<file path="src/rtl/vend_pkg.sv">
// Shared types and widths for the vending-machine controller slice.
package vend_pkg;
  localparam int NUM_ITEMS = 4;
  localparam int CREDIT_W  = 8;
  localparam int COIN_W    = 4;
  localparam int STOCK_W   = 4;
  localparam int ITEM_W    = 2;

  typedef enum logic [1:0] {
    ST_IDLE,
    ST_PRICE,
    ST_VEND,
    ST_CHANGE
  } vend_state_e;

  typedef logic [CREDIT_W-1:0] credit_t;
  typedef logic [STOCK_W-1:0]  stock_t;
  typedef logic [COIN_W-1:0]   coin_t;
  typedef logic [ITEM_W-1:0]   item_t;
endpackage

</file>
<file path="src/rtl/vend_if.sv">
// Front-panel and mechanism signals of the vending controller, grouped as one bundle.
interface vend_if;
  import vend_pkg::*;

  logic                 coin_valid;
  coin_t                coin_value;
  logic                 select_valid;
  item_t                item_select;
  logic                 cancel;
  logic                 restock;
  logic                 dispense_ready;
  logic                 change_ack;
  logic                 dispense_valid;
  item_t                dispense_item;
  logic                 change_valid;
  credit_t              change_amount;
  credit_t              credit;
  logic [NUM_ITEMS-1:0] sold_out;
  logic                 err_soldout;
  logic                 err_insufficient;
  logic                 coin_reject;
  logic                 busy;

  modport master (
    output coin_valid, coin_value, select_valid, item_select, cancel, restock,
           dispense_ready, change_ack,
    input  dispense_valid, dispense_item, change_valid, change_amount, credit,
           sold_out, err_soldout, err_insufficient, coin_reject, busy
  );

  modport slave (
    input  coin_valid, coin_value, select_valid, item_select, cancel, restock,
           dispense_ready, change_ack,
    output dispense_valid, dispense_item, change_valid, change_amount, credit,
           sold_out, err_soldout, err_insufficient, coin_reject, busy
  );
endinterface

</file>
<file path="src/rtl/vend_controller_price_lookup.sv">
// Combinational item pricing: base price per item plus a surcharge once stock runs low.
module price_lookup
  import vend_pkg::*;
#(
  parameter credit_t PRICE_0          = 8'd3,
  parameter credit_t PRICE_1          = 8'd4,
  parameter credit_t PRICE_2          = 8'd6,
  parameter credit_t PRICE_3          = 8'd7,
  parameter stock_t  LOW_STOCK_THRESH = 4'd2,
  parameter credit_t SURCHARGE        = 8'd1
) (
  input  item_t   item_i,
  input  stock_t  stock_i,
  output credit_t price_o
);
  credit_t base;

  always_comb begin
    base = PRICE_0;
    unique case (item_i)
      2'd0: base = PRICE_0;
      2'd1: base = PRICE_1;
      2'd2: base = PRICE_2;
      2'd3: base = PRICE_3;
    endcase
    price_o = base + ((stock_i <= LOW_STOCK_THRESH) ? SURCHARGE : '0);
  end
endmodule

</file>
<file path="src/rtl/vend_controller.sv">
// Vending sequencer: owns credit, per-item stock and transaction order; pricing is delegated.
module vend_controller
  import vend_pkg::*;
#(
  parameter stock_t  INIT_STOCK       = 4'd5,
  parameter credit_t MAX_CREDIT       = 8'd99,
  parameter credit_t PRICE_0          = 8'd3,
  parameter credit_t PRICE_1          = 8'd4,
  parameter credit_t PRICE_2          = 8'd6,
  parameter credit_t PRICE_3          = 8'd7,
  parameter stock_t  LOW_STOCK_THRESH = 4'd2,
  parameter credit_t SURCHARGE        = 8'd1
) (
  input logic  clk,
  input logic  rst,
  vend_if.slave bus
);
  vend_state_e state_q;
  credit_t     credit_q;
  stock_t      stock_q [NUM_ITEMS];
  item_t       item_q;
  credit_t     price_q;
  logic        dispense_valid_q;
  item_t       dispense_item_q;
  logic        change_valid_q;
  credit_t     change_amount_q;
  logic        err_soldout_q;
  logic        err_insufficient_q;
  logic        coin_reject_q;

  logic                 coin_accept;
  credit_t              credit_d;
  stock_t               cur_stock;
  credit_t              lookup_price;
  credit_t              remain;
  logic [NUM_ITEMS-1:0] sold_out_w;

  // The sum is formed one bit wider so a carry out of 8 bits still saturates.
  function automatic credit_t sat_add(credit_t a, coin_t c);
    logic [CREDIT_W:0] sum;
    sum = {1'b0, a} + {{(CREDIT_W + 1 - COIN_W){1'b0}}, c};
    return (sum > {1'b0, MAX_CREDIT}) ? MAX_CREDIT : sum[CREDIT_W-1:0];
  endfunction

  price_lookup #(
    .PRICE_0          (PRICE_0),
    .PRICE_1          (PRICE_1),
    .PRICE_2          (PRICE_2),
    .PRICE_3          (PRICE_3),
    .LOW_STOCK_THRESH (LOW_STOCK_THRESH),
    .SURCHARGE        (SURCHARGE)
  ) u_price (
    .item_i  (item_q),
    .stock_i (cur_stock),
    .price_o (lookup_price)
  );

  assign coin_accept = bus.coin_valid && (state_q == ST_IDLE || state_q == ST_PRICE);
  assign credit_d    = coin_accept ? sat_add(credit_q, bus.coin_value) : credit_q;
  assign cur_stock   = stock_q[item_q];
  assign remain      = credit_q - price_q;

  always_comb begin
    sold_out_w = '0;
    for (int i = 0; i < NUM_ITEMS; i++) sold_out_w[i] = (stock_q[i] == '0);
  end

  always_ff @(posedge clk) begin
    if (rst) begin
      state_q            <= ST_IDLE;
      credit_q           <= '0;
      item_q             <= '0;
      price_q            <= '0;
      dispense_valid_q   <= 1'b0;
      dispense_item_q    <= '0;
      change_valid_q     <= 1'b0;
      change_amount_q    <= '0;
      err_soldout_q      <= 1'b0;
      err_insufficient_q <= 1'b0;
      coin_reject_q      <= 1'b0;
      for (int i = 0; i < NUM_ITEMS; i++) stock_q[i] <= INIT_STOCK;
    end else begin
      err_soldout_q      <= 1'b0;
      err_insufficient_q <= 1'b0;
      coin_reject_q      <= bus.coin_valid && !coin_accept;
      credit_q           <= credit_d;

      unique case (state_q)
        ST_IDLE: begin
          // A coin in the same cycle as cancel is part of the refund.
          if (bus.cancel) begin
            if (credit_d != '0) begin
              state_q         <= ST_CHANGE;
              change_valid_q  <= 1'b1;
              change_amount_q <= credit_d;
            end
          end else if (bus.select_valid) begin
            item_q  <= bus.item_select;
            state_q <= ST_PRICE;
          end else if (bus.restock) begin
            for (int i = 0; i < NUM_ITEMS; i++) stock_q[i] <= INIT_STOCK;
          end
        end

        ST_PRICE: begin
          price_q <= lookup_price;
          if (cur_stock == '0) begin
            err_soldout_q <= 1'b1;
            state_q       <= ST_IDLE;
          end else if (credit_d < lookup_price) begin
            err_insufficient_q <= 1'b1;
            state_q            <= ST_IDLE;
          end else begin
            dispense_valid_q <= 1'b1;
            dispense_item_q  <= item_q;
            state_q          <= ST_VEND;
          end
        end

        ST_VEND: begin
          if (bus.dispense_ready) begin
            dispense_valid_q <= 1'b0;
            stock_q[item_q]  <= cur_stock - stock_t'(1);
            credit_q         <= remain;
            if (remain != '0) begin
              change_valid_q  <= 1'b1;
              change_amount_q <= remain;
              state_q         <= ST_CHANGE;
            end else begin
              state_q <= ST_IDLE;
            end
          end
        end

        ST_CHANGE: begin
          if (bus.change_ack) begin
            change_valid_q  <= 1'b0;
            change_amount_q <= '0;
            credit_q        <= '0;
            state_q         <= ST_IDLE;
          end
        end

        default: state_q <= ST_IDLE;
      endcase
    end
  end

  assign bus.dispense_valid   = dispense_valid_q;
  assign bus.dispense_item    = dispense_item_q;
  assign bus.change_valid     = change_valid_q;
  assign bus.change_amount    = change_amount_q;
  assign bus.credit           = credit_q;
  assign bus.sold_out         = sold_out_w;
  assign bus.err_soldout      = err_soldout_q;
  assign bus.err_insufficient = err_insufficient_q;
  assign bus.coin_reject      = coin_reject_q;
  assign bus.busy             = (state_q != ST_IDLE);
endmodule

</file>
<file path="src/flat_wrapper.sv">
// flat-port wrapper written by rule: the top's interface ports become plain ports
module vend_controller_flat import vend_pkg::*;
#(
  parameter stock_t  INIT_STOCK       = 4'd5,
  parameter credit_t MAX_CREDIT       = 8'd99,
  parameter credit_t PRICE_0          = 8'd3,
  parameter credit_t PRICE_1          = 8'd4,
  parameter credit_t PRICE_2          = 8'd6,
  parameter credit_t PRICE_3          = 8'd7,
  parameter stock_t  LOW_STOCK_THRESH = 4'd2,
  parameter credit_t SURCHARGE        = 8'd1
)
  (clk, rst, bus_coin_valid, bus_coin_value, bus_select_valid, bus_item_select, bus_cancel, bus_restock, bus_dispense_ready, bus_change_ack, bus_dispense_valid, bus_dispense_item, bus_change_valid, bus_change_amount, bus_credit, bus_sold_out, bus_err_soldout, bus_err_insufficient, bus_coin_reject, bus_busy);
  vend_if bus_i ();
  input logic clk;
  input logic rst;
  input wire logic [$bits(bus_i.coin_valid)-1:0] bus_coin_valid;
  input wire logic [$bits(bus_i.coin_value)-1:0] bus_coin_value;
  input wire logic [$bits(bus_i.select_valid)-1:0] bus_select_valid;
  input wire logic [$bits(bus_i.item_select)-1:0] bus_item_select;
  input wire logic [$bits(bus_i.cancel)-1:0] bus_cancel;
  input wire logic [$bits(bus_i.restock)-1:0] bus_restock;
  input wire logic [$bits(bus_i.dispense_ready)-1:0] bus_dispense_ready;
  input wire logic [$bits(bus_i.change_ack)-1:0] bus_change_ack;
  output wire logic [$bits(bus_i.dispense_valid)-1:0] bus_dispense_valid;
  output wire logic [$bits(bus_i.dispense_item)-1:0] bus_dispense_item;
  output wire logic [$bits(bus_i.change_valid)-1:0] bus_change_valid;
  output wire logic [$bits(bus_i.change_amount)-1:0] bus_change_amount;
  output wire logic [$bits(bus_i.credit)-1:0] bus_credit;
  output wire logic [$bits(bus_i.sold_out)-1:0] bus_sold_out;
  output wire logic [$bits(bus_i.err_soldout)-1:0] bus_err_soldout;
  output wire logic [$bits(bus_i.err_insufficient)-1:0] bus_err_insufficient;
  output wire logic [$bits(bus_i.coin_reject)-1:0] bus_coin_reject;
  output wire logic [$bits(bus_i.busy)-1:0] bus_busy;
  assign bus_i.coin_valid = bus_coin_valid;
  assign bus_i.coin_value = bus_coin_value;
  assign bus_i.select_valid = bus_select_valid;
  assign bus_i.item_select = bus_item_select;
  assign bus_i.cancel = bus_cancel;
  assign bus_i.restock = bus_restock;
  assign bus_i.dispense_ready = bus_dispense_ready;
  assign bus_i.change_ack = bus_change_ack;
  assign bus_dispense_valid = bus_i.dispense_valid;
  assign bus_dispense_item = bus_i.dispense_item;
  assign bus_change_valid = bus_i.change_valid;
  assign bus_change_amount = bus_i.change_amount;
  assign bus_credit = bus_i.credit;
  assign bus_sold_out = bus_i.sold_out;
  assign bus_err_soldout = bus_i.err_soldout;
  assign bus_err_insufficient = bus_i.err_insufficient;
  assign bus_coin_reject = bus_i.coin_reject;
  assign bus_busy = bus_i.busy;
  vend_controller #(.INIT_STOCK(INIT_STOCK), .MAX_CREDIT(MAX_CREDIT), .PRICE_0(PRICE_0), .PRICE_1(PRICE_1), .PRICE_2(PRICE_2), .PRICE_3(PRICE_3), .LOW_STOCK_THRESH(LOW_STOCK_THRESH), .SURCHARGE(SURCHARGE)) u_core (.clk(clk), .rst(rst), .bus(bus_i));
endmodule
</file>
<file path="config.mk">
export PLATFORM = sky130hd
export DESIGN_NAME = vend_controller_flat
export DESIGN_NICKNAME = d
export VERILOG_FILES = /design/src/rtl/vend_pkg.sv /design/src/rtl/vend_if.sv /design/src/rtl/vend_controller_price_lookup.sv /design/src/rtl/vend_controller.sv /design/src/flat_wrapper.sv
export SDC_FILE = /design/constraint.sdc
export NUM_CORES = 1
export LEC_CHECK = 0
export CORE_MARGIN = 2
export CORE_UTILIZATION = 45
export CTS_CLUSTER_DIAMETER = 200
export DETAILED_ROUTE_END_ITERATION = 6
export GPL_TIMING_DRIVEN = 0
export PLACE_DENSITY = 0.66
export SLEW_MARGIN = 5
export SYNTH_ARGS = -nofsm -noshare
export SYNTH_HDL_FRONTEND = slang
export SYNTH_HIERARCHICAL = 1
export SYNTH_SLANG_ARGS = --single-unit
export TNS_END_PERCENT = 1
</file>
<file path="constraint.sdc">
create_clock -name clk -period 4.6 [get_ports clk]
set_input_delay 0.69 -clock clk [delete_from_list [all_inputs] [get_ports clk]]
set_output_delay 0.69 -clock clk [all_outputs]
set_load 0.01 [all_outputs]
</file>
Word-level counts from Yosys, hierarchy flattened
Memory sizes are Yosys's and may differ from the RTL's. A register that Yosys moved wholly into a read port is not among the register bits.
Index checks and enable logic that the tools add are counted.
W data, S select, Z words.
{"block": "op_classes", "order_cmp": 3, "eq_ne": 15, "reduce_logical": 24, "multipliers": 0, "n_addsub": 4, "mux": 55, "div": 0, "shifts": 0, "n_bitwise": 8}
{"operator": "$mux W8", "n": 9}
{"operator": "$pmux W8 S4", "n": 1}
{"operator": "$mux W1", "n": 24}
{"operator": "$pmux W8 S3", "n": 1}
{"operator": "$mux W2", "n": 11}
{"operator": "$logic_not A4 Y1", "n": 5}
{"operator": "$mux W4", "n": 5}
{"operator": "$pmux W8 S2", "n": 1}
{"operator": "$reduce_bool A8 Y1", "n": 2}
{"operator": "$ne A2 B2 Y1 const B", "n": 6}
{"operator": "$add A8 B4 Y9", "n": 1}
{"operator": "$gt A9 B7 Y1 const B", "n": 1}
{"operator": "$add A8 B1 Y8", "n": 1}
{"operator": "$eq A2 B2 Y1 const B", "n": 4}
{"operator": "$lt A8 B8 Y1", "n": 1}
{"operator": "$pmux W2 S4", "n": 1}
{"operator": "$reduce_and A4 Y1", "n": 2}
{"operator": "$sub A8 B8 Y8", "n": 1}
{"operator": "$ne A3 B3 Y1 const B", "n": 2}
{"operator": "$reduce_and A3 Y1", "n": 2}
{"operator": "$reduce_and A6 Y1", "n": 1}
{"operator": "$eq A2 B1 Y1 const B", "n": 2}
{"operator": "$le A4 B2 Y1 const B", "n": 1}
{"operator": "$logic_not A2 Y1", "n": 2}
{"operator": "14 further kinds", "n": 22}
{"block": "word_totals", "latchBits": 0, "wordCells": 121, "ram_bits": 16, "reg_bits": 35, "n_memories": 1, "inputBits": 14, "out_inout_bits": 28, "rom_bits": 0}
{"name": "u_core.stock_q", "words": 4, "width": 4, "rd": 5, "rd_clocked_by_memory_dff": 1, "write_ports": 4, "line": "vend_controller.sv:20", "source": "stock_t stock_q [NUM_ITEMS];"}

Logic depth before layout (Yosys ltp)
{"block": "logic_depth", "depth_word": 8, "ltp_mapped": 17, "ltp_nobuf": 17}

By module
Netlist, hierarchy kept.
{"module": "vend_controller", "n_inst": 1, "cells_per_inst": 382, "area_per_inst_um2": 3395.8, "seq_area_each_um2": 1221.2}
{"module": "price_lookup", "n_inst": 1, "cells_per_inst": 19, "area_per_inst_um2": 155.1, "seq_area_each_um2": 0.0}

Worst setup path before layout
No wires, ideal clock.
{"block": "synth_timing", "kind": "in2reg", "startpoint": "input port bus_coin_value[0]", "endpoint": "register u_core.state_q[1]", "required_ps": 4526, "path_buffers": 0, "stages": 16, "arrival_ps": 3878, "setup_slack_ps": 647, "setup_time_ps": 74, "path_cell_list": "ha_1 -> fa_1 -> a211oi_2 -> nor3b_1 -> and3b_1 -> o32ai_4 -> and2_1 -> a22o_1 -> ha_1 -> a21o_1 -> a21o_1 -> a21o_1 -> inv_1 -> a41o_1 -> or3_1 -> a31oi_1"}
{"block": "synth_between", "elab_chain_cells": 8, "elab_cells_between_ends": 11, "cone_classes": "add/sub (1); order compare (2); eq/ne (1); mux (5); reduce/logical (2)"}
{"element": "start, declared", "line": "flat_wrapper.sv:18", "source": "input wire logic [$bits(bus_i.coin_value)-1:0] bus_coin_value;"}
{"element": "$add A8 B4 Y9 *", "line": "vend_controller.sv:41", "source": "sum = {1'b0, a} + {{(CREDIT_W + 1 - COIN_W){1'b0}}, c};"}
{"element": "$gt A9 B7 Y1", "line": "vend_controller.sv:42", "source": "return (sum > {1'b0, MAX_CREDIT}) ? MAX_CREDIT : sum[CREDIT_W-1:0];"}
{"element": "$mux W8 *", "line": "vend_controller.sv:42"}
{"element": "$mux W8 *", "line": "vend_controller.sv:59", "source": "assign credit_d = coin_accept ? sat_add(credit_q, bus.coin_value) : credit_q;"}
{"element": "$lt A8 B8 Y1", "line": "vend_controller.sv:110", "source": "end else if (credit_d < lookup_price) begin"}
{"element": "$mux W2", "line": "vend_controller.sv:110"}
{"element": "$mux W2", "line": "vend_controller.sv:107", "source": "if (cur_stock == '0) begin"}
{"element": "$pmux W2 S4", "line": "vend_controller.sv:88", "source": "unique case (state_q)"}
{"element": "end signal, assigned", "line": "vend_controller.sv:93", "source": "state_q <= ST_CHANGE;"}
{"element": "end signal, assigned", "line": "vend_controller.sv:109", "source": "state_q <= ST_IDLE;"}
{"element": "end signal, assigned", "line": "vend_controller.sv:112", "source": "state_q <= ST_IDLE;"}
{"element": "end, declared", "line": "vend_controller.sv:18", "source": "vend_state_e state_q;"}
Every way passes the cells marked *; elsewhere a longest branch is shown, timed or not.
A chain may end at the register's enable or synchronous reset.

Worst setup path after layout
Ends and elaborated chain as after synthesis.

==> flow_summary.toml <==
[status]
run_status = "complete, no violations"

[cts]
cts_tree = "done"
cts_root_buf = "clkbuf_8"
path_clk_slew_ns = 0.10
htree_levels = 2
cts_made_buffers = 5
clock_path_buffers = 2
cts.sinks = 53
clk_latency_ns = 0.31
hold_buffers = 0

[synthesis]
synth-edff-count = 16
synthMuxAreaShare_pct = 3.98
ys.flop_type = "dfxtp_1"
synth_area_leaders = "dfxtp_1 21%, edfxtp_1 14%, ha_1 7.8%"
yosysWarnings = 6
avgSynthCellArea_um2 = 8.86
ys_types = 73
synth_top_family_by_area = "compound AO/OA/AOI/OAI gates"
syn-cell-area_mm2 = 0.00355
yosys.area_share.adder_pct = 9.44
synth_top_area_cell = "dfxtp_1"
async_flop_share_pct = 0
synthSimpleGateAreaFrac_pct = 21.4
synth_seq_area_share_pct = 34.4
synth_xor_area_share_pct = 3.21
synthCells = 401
synth.top_cell.area_share_pct = 20.9
synth-seq-cells = 53
synth_compound_area_share_pct = 21.8

[cells_and_area]
fin_cells = 556
final_area_mm2 = 0.00424
layout-drive-gt1-share_pct = 9.69
final_common_cell = "nand2_1"
mostFrequentLayoutCells = "47 x nand2_1, 41 x clkdlybuf4s50_1, 37 x nor2_1, 37 x dfxtp_1, 32 x inv_1"
area_delta_synth_final_pct = 19.4
final_util_pct = 55.2
antennaDiodeCount = 0
n_fill_cell = 745
layout.nets = 492

[routing]
routed-via-count = 3170
drc = 0
dr.pass1.iters = 5
ant_nets = 0
drt-total-wl_mm = 9.27
routedWlPerCell_um = 16.7
vias_per_cell = 5.70
drt_first_iter_violations = 233

[sta]
rsz0062_at_grt = "false"
setup_violations = 0
fin_crit_ns = 4.39
tns_ns = 0
drv_slew = 0
fmax_mhz = 228
finClkSkew_ns = 0.0136
worst_pin_slew_ns = 0.718
hold_viol_final = 0
period_share_pct = 95.4
setup_slack_ns = 0.212
relSlewSlack_pct = 52.0

[floorplan]
ios = 42
die_h_um = 92.8
die_area_mm2 = 0.00862
core_area_mm2 = 0.00769
rows = 32
die_w_um = 92.8
initial_core_util_pct = 46.2

[power]
leakagePower_nw = 1.58
irDropWorstVdd_mv = 0.350
seqPwrFrac_pct = 26.5
p_sw_share_pct = 44.9
pwr-share-comb_pct = 61.3
internal_power_mw = 1.42
clock_power_share_pct = 12.2
powerDensity_mw_per_mm2 = 609
switching_power_mw = 1.16

[hold_path]
hold_class = "flop to flop"
hold_end = "u_core/price_q[5]"
min_from = "u_core/price_q[5]"
hold_path_depth = 2

[placed_design]
place_area_mm2 = 0.00410
pre_cts_ws_ns = -0.252
portBuffers = 41
gp_congestion = 0.867
placed_cells = 547
hpwl_mm = 7.22

[setup_path]
worstPathArrival_ns = 4.63
rr_worst_depth = 15
r2r_slack_ns = 0.61
slowest_stage = "or4_4"
cpPeakStageDelay_ns = 0.49
critical_path_required_ns = 4.84
cpMostUsedCell = "a21o_1"
cp_top_family = "compound AO/OA/AOI/OAI gates"
setup.worst_path.start_class = "input pin"
cp_cell_sequence = "clkdlybuf4s50_1 > ha_1 > fa_2 > a211oi_2 > buf_4 > o21ai_0 > or4_4 > nand2_4 > and2_4 > a22o_2 > ha_1 > a21o_1 > a21o_1 > a21o_1 > inv_1 > a41o_1 > or3_1 > a31oi_1"
cp_max_fo = 5
cp-end-kind = "flop"
timing.rr.start = "u_core/bus.credit[1]"
critPathBufInv = 3
crit_type = "input pin to flop"
r2r-end = "u_core/bus.err_insufficient"

[flow_run]
drv_cap = 0

[global_routing]
grtUsageMet1_pct = 32.7
grt_pass1_vias = 3064
use_met2_pct = 34.7
grt_max_degree = 17
top_usage_layer = "met2"
grtUsageMet3_pct = 3.42
grt_overflow = 0
antenna_found_initial = 0
grt_pass1_wl_mm = 15.2
grt_usage_pct = 22.3
Yosys cell counts (5+ instances only):
| cell type | instances |
|---|---|
| nand2_1 | 47 |
| dfxtp_1 | 37 |
| nor2_1 | 37 |
| inv_1 | 32 |
| a21oi_1 | 22 |
| ha_1 | 22 |
| edfxtp_1 | 16 |
| nor3_1 | 16 |
| clkbuf_1 | 10 |
| nand2b_1 | 10 |
| o21ai_0 | 10 |
| o22ai_1 | 9 |
| a31oi_1 | 8 |
| xnor2_1 | 8 |
| a21o_1 | 7 |
| nor4_1 | 6 |
| a211oi_1 | 5 |
| nor3b_1 | 5 |
| xor2_1 | 5 |
flip-flops by register name, summed over array words and instances, names as in the netlist, named ones only:
name / flops
u_core/bus.change_amount: 8
u_core/bus.change_valid: 1
u_core/bus.coin_reject: 1
u_core/bus.credit: 8
u_core/bus.dispense_item: 2
u_core/bus.dispense_valid: 1
u_core/bus.err_insufficient: 1
u_core/bus.err_soldout: 1
u_core/item_q: 2
u_core/price_q: 8
u_core/state_q: 2
u_core/stock_q: 16
area by class of cell:
cell class              instances  area (um2)  share of cell area (%)
multi-input cells             302        2160                    51.0
flip-flops and latches         53        1220                    28.8
repair buffers                 42         418                    9.86
well taps                     102         128                    3.01
inverters                      32         120                    2.83
plain buffers                  17        81.3                    1.92
clock buffers                   6        72.6                    1.71
clock inverters                 2        38.8                   0.915
logic make-up after synthesis:
kind of cell,after synthesis
other,1
AO/OA/AOI/OAI,101
flip-flops,53
buffers and inverters,49
AND/OR/NAND/NOR,150
adder cells (fa/ha/maj),25
multiplexers,9
XOR/XNOR,13
worst register-to-register path, delay by kind of cell (launching register included):
kind                     cells  cell delay, ns
AND/OR/NAND/NOR              4            0.86
AO/OA/AOI/OAI                8            1.89
flip-flops                   1            0.56
adder cells (fa/ha/maj)      2            0.52
buffers and inverters        1            0.07
power groups by stage:
stage | sequential [mW] | combinational [mW] | clock (mW)
global route | 0.700 | 1.73 | 0.343
detailed placement | 0.693 | 1.52 | 0
global placement | 0.692 | 1.50 | 0
finish | 0.684 | 1.58 | 0.315
floorplan | 0.696 | 1.05 | 0
CTS | 0.684 | 1.54 | 0.323
worst max path at each step:
| stage | startpoint | end | slack [ns] | cells after the start |
|---|---|---|---|---|
| floorplan | bus_coin_value[0] | u_core/state_q[1] | 0.65 | 16 |
| global placement | bus_coin_value[0] | u_core/bus.dispense_item[0] | -0.20 | 17 |
| detailed placement | bus_coin_value[0] | u_core/bus.dispense_item[0] | -0.25 | 17 |
| CTS | bus_coin_value[0] | u_core/bus.dispense_item[1] | 0.04 | 17 |
| global route | bus_coin_value[0] | u_core/state_q[1] | 0.06 | 17 |
| finish | bus_coin_value[0] | u_core/state_q[1] | 0.21 | 18 |
per-stage QoR:
step / power [mW] / hold slack (ns)
floorplan: 1.75 / 0.436
global placement: 2.19 / 0.445
detailed placement: 2.22 / 0.450
CTS: 2.54 / 0.462
global route: 2.77 / 0.482
finish: 2.58 / 0.460
layer usage:
| metal | share of wire [%] | up-vias |
|---|---|---|
| met1 | 49 | 1506 |
| met4 | 0.92 | 0 |
| met5 | 0 | - |
| met2 | 44 | 104 |
| li1 | - | 1554 |
| met3 | 6.2 | 6 |
timing repair:
action	4_1_cts	5_1_grt
setup buffers	0	1
setup endpoints to repair	0	5
gates resized for setup	0	6
(Power assumes the default switching activity.)
